`config.mk`:
```
export PLATFORM = sky130hd
export DESIGN_NAME = alu_sequencer_flat
export DESIGN_NICKNAME = d
export VERILOG_FILES = /design/src/rtl/alu_sequencer_if.sv /design/src/rtl/alu_sequencer.sv /design/src/flat_wrapper.sv
export SDC_FILE = /design/constraint.sdc
export NUM_CORES = 1
export LEC_CHECK = 0
export CAP_MARGIN = 20
export CORE_MARGIN = 4
export CORE_UTILIZATION = 49
export DETAILED_ROUTE_END_ITERATION = 16
export PLACE_DENSITY_LB_ADDON = 0.08
export REMOVE_ABC_BUFFERS = 1
export SLEW_MARGIN = 20
export SYNTH_ARGS = -nofsm -noshare
export SYNTH_HDL_FRONTEND = slang
export SYNTH_SLANG_ARGS = --single-unit
```
`constraint.sdc`:
```
create_clock -name clk -period 2.1 [get_ports clk]
set_input_delay 0.21 -clock clk [delete_from_list [all_inputs] [get_ports clk]]
set_output_delay 0.21 -clock clk [all_outputs]
set_load 0.005 [all_outputs]
```
`src/rtl/alu_sequencer_if.sv`:
```
// Bundle of the command, ALU and response signals exchanged with the ALU sequencer.
// The slave modport is the sequencer's view; master is the view of the environment driving it.
interface alu_sequencer_if;
    logic       cmd_valid;
    logic       cmd_ready;
    logic [3:0] cmd_op;
    logic [1:0] cmd_rd;
    logic [1:0] cmd_rs1;
    logic [1:0] cmd_rs2;
    logic [3:0] cmd_imm;
    logic       cmd_use_carry;
    logic [3:0] alu_a;
    logic [3:0] alu_b;
    logic [3:0] alu_sel;
    logic       alu_cin;
    logic [3:0] alu_out;
    logic       alu_cout;
    logic       rsp_valid;
    logic       rsp_ready;
    logic [3:0] rsp_data;
    logic       rsp_carry;
    logic       rsp_err;

    modport slave (
        input  cmd_valid, cmd_op, cmd_rd, cmd_rs1, cmd_rs2, cmd_imm, cmd_use_carry,
        input  alu_out, alu_cout, rsp_ready,
        output cmd_ready, alu_a, alu_b, alu_sel, alu_cin,
        output rsp_valid, rsp_data, rsp_carry, rsp_err
    );

    modport master (
        output cmd_valid, cmd_op, cmd_rd, cmd_rs1, cmd_rs2, cmd_imm, cmd_use_carry,
        output alu_out, alu_cout, rsp_ready,
        input  cmd_ready, alu_a, alu_b, alu_sel, alu_cin,
        input  rsp_valid, rsp_data, rsp_carry, rsp_err
    );
endinterface

```
`src/rtl/alu_sequencer.sv`:
```
// Single-issue sequencer: reads a 4x4 register file, drives an external ALU for one
// cycle, writes the result back and holds a response until it is accepted.
module alu_sequencer (
    input  logic            clk,
    input  logic            rst_n,
    alu_sequencer_if.slave  bus
);

    typedef enum logic [1:0] {
        IDLE  = 2'd0,
        ISSUE = 2'd1,
        RESP  = 2'd2
    } state_t;

    localparam logic [3:0] OP_ADD   = 4'b0000;
    localparam logic [3:0] OP_SUB   = 4'b0001;
    localparam logic [3:0] OP_DIV   = 4'b0011;
    localparam logic [3:0] OP_LOADI = 4'b1110;

    state_t     state_r;
    state_t     state_s;
    logic [3:0] reg_file_r [4];
    logic       carry_r;
    logic [1:0] rd_r;
    logic [3:0] op_r;
    logic [3:0] imm_r;
    logic [3:0] alu_a_r;
    logic [3:0] alu_b_r;
    logic [3:0] alu_sel_r;
    logic       alu_cin_r;
    logic       rsp_valid_r;
    logic [3:0] rsp_data_r;
    logic       rsp_carry_r;
    logic       rsp_err_r;

    logic       accept_s;
    logic       err_s;
    logic       wr_en_s;
    logic       carry_wr_s;
    logic [3:0] wr_data_s;
    logic       carry_next_s;

    assign accept_s      = (state_r == IDLE) && bus.cmd_valid;
    assign bus.cmd_ready = (state_r == IDLE);
    assign bus.alu_a     = alu_a_r;
    assign bus.alu_b     = alu_b_r;
    assign bus.alu_sel   = alu_sel_r;
    assign bus.alu_cin   = alu_cin_r;
    assign bus.rsp_valid = rsp_valid_r;
    assign bus.rsp_data  = rsp_data_r;
    assign bus.rsp_carry = rsp_carry_r;
    assign bus.rsp_err   = rsp_err_r;

    // Next-state logic for the IDLE -> ISSUE -> RESP handshake sequence.
    always_comb begin
        state_s = state_r;
        case (state_r)
            IDLE: begin
                if (bus.cmd_valid) begin
                    state_s = ISSUE;
                end else begin
                    state_s = IDLE;
                end
            end
            ISSUE: state_s = RESP;
            RESP: begin
                if (bus.rsp_ready) begin
                    state_s = IDLE;
                end else begin
                    state_s = RESP;
                end
            end
            default: state_s = IDLE;
        endcase
    end

    // Writeback decode for the latched opcode; unlisted codes are rejected.
    always_comb begin
        err_s      = 1'b0;
        wr_en_s    = 1'b0;
        carry_wr_s = 1'b0;
        wr_data_s  = bus.alu_out;
        case (op_r)
            OP_ADD, OP_SUB: begin
                wr_en_s    = 1'b1;
                carry_wr_s = 1'b1;
            end
            OP_DIV: begin
                if (alu_b_r == 4'd0) begin
                    err_s = 1'b1;
                end else begin
                    wr_en_s = 1'b1;
                end
            end
            4'b0010, 4'b0100, 4'b0101, 4'b1000, 4'b1001,
            4'b1010, 4'b1011, 4'b1100, 4'b1101: begin
                wr_en_s = 1'b1;
            end
            OP_LOADI: begin
                wr_en_s   = 1'b1;
                wr_data_s = imm_r;
            end
            default: begin
                err_s = 1'b1;
            end
        endcase
        if (carry_wr_s) begin
            carry_next_s = bus.alu_cout;
        end else begin
            carry_next_s = carry_r;
        end
    end

    // State register.
    always_ff @(posedge clk or negedge rst_n) begin
        if (!rst_n) begin
            state_r <= IDLE;
        end else begin
            state_r <= state_s;
        end
    end

    // Operand capture on accept, writeback and response capture on ISSUE exit.
    always_ff @(posedge clk or negedge rst_n) begin
        if (!rst_n) begin
            for (int i = 0; i < 4; i++) begin
                reg_file_r[i] <= 4'd0;
            end
            carry_r     <= 1'b0;
            rd_r        <= 2'd0;
            op_r        <= 4'd0;
            imm_r       <= 4'd0;
            alu_a_r     <= 4'd0;
            alu_b_r     <= 4'd0;
            alu_sel_r   <= 4'd0;
            alu_cin_r   <= 1'b0;
            rsp_valid_r <= 1'b0;
            rsp_data_r  <= 4'd0;
            rsp_carry_r <= 1'b0;
            rsp_err_r   <= 1'b0;
        end else begin
            if (accept_s) begin
                alu_a_r   <= reg_file_r[bus.cmd_rs1];
                alu_b_r   <= reg_file_r[bus.cmd_rs2];
                alu_sel_r <= bus.cmd_op;
                alu_cin_r <= bus.cmd_use_carry & carry_r;
                rd_r      <= bus.cmd_rd;
                op_r      <= bus.cmd_op;
                imm_r     <= bus.cmd_imm;
            end else begin
                alu_cin_r <= alu_cin_r;
            end

            if (state_r == ISSUE) begin
                rsp_valid_r <= 1'b1;
                rsp_err_r   <= err_s;
                rsp_carry_r <= carry_next_s;
                carry_r     <= carry_next_s;
                if (wr_en_s) begin
                    reg_file_r[rd_r] <= wr_data_s;
                    rsp_data_r       <= wr_data_s;
                end else begin
                    rsp_data_r <= 4'd0;
                end
            end else if ((state_r == RESP) && bus.rsp_ready) begin
                rsp_valid_r <= 1'b0;
            end else begin
                rsp_valid_r <= rsp_valid_r;
            end
        end
    end

endmodule

```
`src/flat_wrapper.sv`:
```
// flat-port wrapper written by rule: the top's interface ports become plain ports
module alu_sequencer_flat 
  (clk, rst_n, bus_cmd_valid, bus_cmd_op, bus_cmd_rd, bus_cmd_rs1, bus_cmd_rs2, bus_cmd_imm, bus_cmd_use_carry, bus_alu_out, bus_alu_cout, bus_rsp_ready, bus_cmd_ready, bus_alu_a, bus_alu_b, bus_alu_sel, bus_alu_cin, bus_rsp_valid, bus_rsp_data, bus_rsp_carry, bus_rsp_err);
  alu_sequencer_if bus_i ();
  input  logic clk;
  input  logic rst_n;
  input wire logic [$bits(bus_i.cmd_valid)-1:0] bus_cmd_valid;
  input wire logic [$bits(bus_i.cmd_op)-1:0] bus_cmd_op;
  input wire logic [$bits(bus_i.cmd_rd)-1:0] bus_cmd_rd;
  input wire logic [$bits(bus_i.cmd_rs1)-1:0] bus_cmd_rs1;
  input wire logic [$bits(bus_i.cmd_rs2)-1:0] bus_cmd_rs2;
  input wire logic [$bits(bus_i.cmd_imm)-1:0] bus_cmd_imm;
  input wire logic [$bits(bus_i.cmd_use_carry)-1:0] bus_cmd_use_carry;
  input wire logic [$bits(bus_i.alu_out)-1:0] bus_alu_out;
  input wire logic [$bits(bus_i.alu_cout)-1:0] bus_alu_cout;
  input wire logic [$bits(bus_i.rsp_ready)-1:0] bus_rsp_ready;
  output wire logic [$bits(bus_i.cmd_ready)-1:0] bus_cmd_ready;
  output wire logic [$bits(bus_i.alu_a)-1:0] bus_alu_a;
  output wire logic [$bits(bus_i.alu_b)-1:0] bus_alu_b;
  output wire logic [$bits(bus_i.alu_sel)-1:0] bus_alu_sel;
  output wire logic [$bits(bus_i.alu_cin)-1:0] bus_alu_cin;
  output wire logic [$bits(bus_i.rsp_valid)-1:0] bus_rsp_valid;
  output wire logic [$bits(bus_i.rsp_data)-1:0] bus_rsp_data;
  output wire logic [$bits(bus_i.rsp_carry)-1:0] bus_rsp_carry;
  output wire logic [$bits(bus_i.rsp_err)-1:0] bus_rsp_err;
  assign bus_i.cmd_valid = bus_cmd_valid;
  assign bus_i.cmd_op = bus_cmd_op;
  assign bus_i.cmd_rd = bus_cmd_rd;
  assign bus_i.cmd_rs1 = bus_cmd_rs1;
  assign bus_i.cmd_rs2 = bus_cmd_rs2;
  assign bus_i.cmd_imm = bus_cmd_imm;
  assign bus_i.cmd_use_carry = bus_cmd_use_carry;
  assign bus_i.alu_out = bus_alu_out;
  assign bus_i.alu_cout = bus_alu_cout;
  assign bus_i.rsp_ready = bus_rsp_ready;
  assign bus_cmd_ready = bus_i.cmd_ready;
  assign bus_alu_a = bus_i.alu_a;
  assign bus_alu_b = bus_i.alu_b;
  assign bus_alu_sel = bus_i.alu_sel;
  assign bus_alu_cin = bus_i.alu_cin;
  assign bus_rsp_valid = bus_i.rsp_valid;
  assign bus_rsp_data = bus_i.rsp_data;
  assign bus_rsp_carry = bus_i.rsp_carry;
  assign bus_rsp_err = bus_i.rsp_err;
  alu_sequencer u_core (.clk(clk), .rst_n(rst_n), .bus(bus_i));
endmodule
```
==> results.sh <==
export IMPL_outcome="finished clean"
export IMPL_area_growth_pct=28.8
export IMPL_critPathLaunchType="flip-flop"
export IMPL_post_cts_buffers=0
export IMPL_worstPathMaxFanout=6
export IMPL_hold_buffers=0
export IMPL_drc=0
export IMPL_dp_cells=227
export IMPL_cts_buffer_depth=2
export IMPL_setup_violations=0
export IMPL_start_util_pct=52.5
export IMPL_crit_type="flip-flop to flip-flop"
export IMPL_vias_per_cell=5.48
export IMPL_io_pins=45
export IMPL_tritoncts="done"
export IMPL_async_flop_share_pct=100
export IMPL_ys_ff_latch=44
export IMPL_wl_um=3980
export IMPL_rsz0062_at_grt="no"
export IMPL_avgSynthCellArea_um2=14.4
export IMPL_fin_cells=235
export IMPL_coreArea_um2=3800
export IMPL_yosysTopAreaCell="dfrtp_1"
export IMPL_syn_inst=138
export IMPL_clk_insertion_delay_late_ps=300
export IMPL_worst_r2r_endpoint="u_core.reg_file_r[15]"
export IMPL_worstPathArrival_ps=1950
export IMPL_clock_sinks=44
export IMPL_ir_drop_uv=713
export IMPL_synth_edff_count=0
export IMPL_fin_crit_ps=1770
export IMPL_grt_pass1_vias=1343
export IMPL_antenna_found_initial=0
export IMPL_root_buffer="clkbuf_8"
export IMPL_overflow=0
export IMPL_period_share_pct=84.4
export IMPL_max_slew_margin_pct=36.1
export IMPL_yosys_warnings=0
export IMPL_die_area_um2=5150
export IMPL_port_buffer_count=44
export IMPL_drt_iter0_markers=47
export IMPL_leakagePower_nw=1.07
export IMPL_clock_skew_ps=6.59
export IMPL_vias=1287
export IMPL_synth_cell_types=24
export IMPL_hold_violations=0
export IMPL_place_hpwl_um=3050
export IMPL_drt_first_pass_iters=4
export IMPL_reg2reg_depth=4
export IMPL_cts_buffers=5
export IMPL_cp_endpoint="u_core.reg_file_r[15]"
export IMPL_nFillCells=274
export IMPL_grt_max_degree=45
export IMPL_fmax_mhz=564
export IMPL_nets=210
export IMPL_synthFlopType="dfrtp_1"
export IMPL_rrSetupSlack_ps=330
export IMPL_cp_end_kind="flip-flop"
export IMPL_drtAntennaViolNets=0
export IMPL_fin_tns_setup_ps=0
export IMPL_drive_gt1_share_pct=31.6
export IMPL_worstSetupStartpoint="u_core.bus.alu_sel[3]"
export IMPL_worstReg2RegStart="u_core.bus.alu_sel[3]"
export IMPL_syn_area_um2=1990
export IMPL_gp_congestion=0.790
export IMPL_cap_violations=0
export IMPL_clk_pin_slew_worst_paths_ps=80
export IMPL_diodes=0
export IMPL_yosys_top_cells_area="dfrtp_1, mux2_2, mux4_2"
export IMPL_rows=22
export IMPL_synth_top_area_share_pct=55.2
export IMPL_ys_seq_area_share_pct=55.2
export IMPL_slew_viol_final=0
export IMPL_min_path_type="primary input to asynchronous set/reset pin"
export IMPL_die_h_um=71.8
export IMPL_htreeDepth=2
export IMPL_cp_data_required_time_ps=2280
export IMPL_tightest_slew_ps=958
export IMPL_die_w_um=71.8
export IMPL_post_cts_resized_instances=0
export IMPL_grt_usage_pct=17.0
export IMPL_wire_per_inst_um=16.9
export IMPL_power_density_nw_per_um2=1390
export IMPL_grt_pass1_wl_um=6610
==> critical path, cell delays in order, from the launching register on <==
cell and delay (ps):
dfrtp_1 450, nor4b_2 320, a22oi_2 200, o21ai_2 300, mux2_2 380
==> power by group <==
part / leakage [nW] / internal (W) / total (W) / switching, W
Clock: 0.0455 / 0.000268 / 0.000532 / 0.000263
Sequential: 0.534 / 0.00127 / 0.00162 / 0.000346
Combinational: 0.486 / 0.000927 / 0.00143 / 0.000507
==> registers in the layout, indices dropped and copies added, names as in the netlist <==
signal / flops
u_core.reg_file_r: 16
u_core.bus.rsp_carry: 1
u_core.bus.rsp_data: 4
u_core.bus.alu_cin: 1
u_core.bus.alu_b: 4
u_core.rd_r: 2
u_core.bus.alu_a: 4
u_core.imm_r: 4
u_core.bus.rsp_err: 1
u_core.state_r: 2
u_core.bus.rsp_valid: 1
u_core.bus.alu_sel: 4
==> cell families after synthesis <==
logic type             after synthesis  share of synthesized area, %
muxes                               46                          30.5
DFF                                 44                          55.2
buffers and inverters               11                          2.26
and+or+nand+nor                     22                          6.09
AOI/OAI and AO/OA                   15                          5.90
==> cell usage in the layout (no fill, tap or decap), drive strengths merged <==
cell / count
mux2: 38
nor4b: 1
o2111ai: 1
nor4: 1
nand4b: 1
nand2: 7
nor2b: 1
a21oi: 1
nand3: 1
nor3: 1
mux4: 8
clkdlybuf4s50: 43
dfrtp: 44
nand2b: 2
buf: 2
a22oi: 1
nor2: 4
inv: 7
and2: 1
o21ai: 11
o21a: 1
clkbuf: 8
nor3b: 2
==> Yosys cell counts, types with 2 or more instances <==
master / instances
nor2_1: 4
buf_2: 3
nor3b_1: 2
o21ai_0: 8
nand2_1: 7
dfrtp_1: 44
mux2_2: 37
o21ai_2: 3
mux4_2: 8
inv_1: 7
nand2b_1: 2
==> area by class of cell <==
| type | instances | area (um2) | area share (%) |
|---|---|---|---|
| sequential | 44 | 1100 | 42.9 |
| clock buffer | 8 | 90.1 | 3.51 |
| multi-input combinational | 83 | 847 | 33.0 |
| timing repair buffer | 45 | 443 | 17.3 |
| inverter | 7 | 26.3 | 1.02 |
| tap | 48 | 60.1 | 2.34 |
==> routing by layer <==
layer	GRT usage (%)	routed length [um]
met1	21.4	1700
met4	5.01	48
met5	0	0
met3	5.47	235
met2	28.1	2000
==> worst min-delay path by stage <==
stage / to / from / cells after the start
after global routing: u_core.bus.alu_cin / rst_n / 1
final: u_core.bus.rsp_carry / rst_n / 1
after CTS: u_core.bus.alu_cin / rst_n / 1
after global placement: u_core.bus.alu_cin / rst_n / 1
after detailed placement: u_core.bus.alu_cin / rst_n / 1
after floorplan: u_core.bus.alu_a[0] / rst_n / 0
==> metrics by stage <==
step	hold slack, ps	total power, W	area [um2]	util [%]	setup WS (ps)
floorplan	-85.6	0.00237	1970	-	478
global placement	390	0.00299	2480	65.2	348
detailed placement	404	0.00309	2480	65.2	302
CTS	77.2	0.00363	2570	67.6	326
global route	132	0.00382	2570	67.6	214
finish	61.5	0.00358	2570	67.6	328
Note: power is estimated with default switching activity, not from simulation.
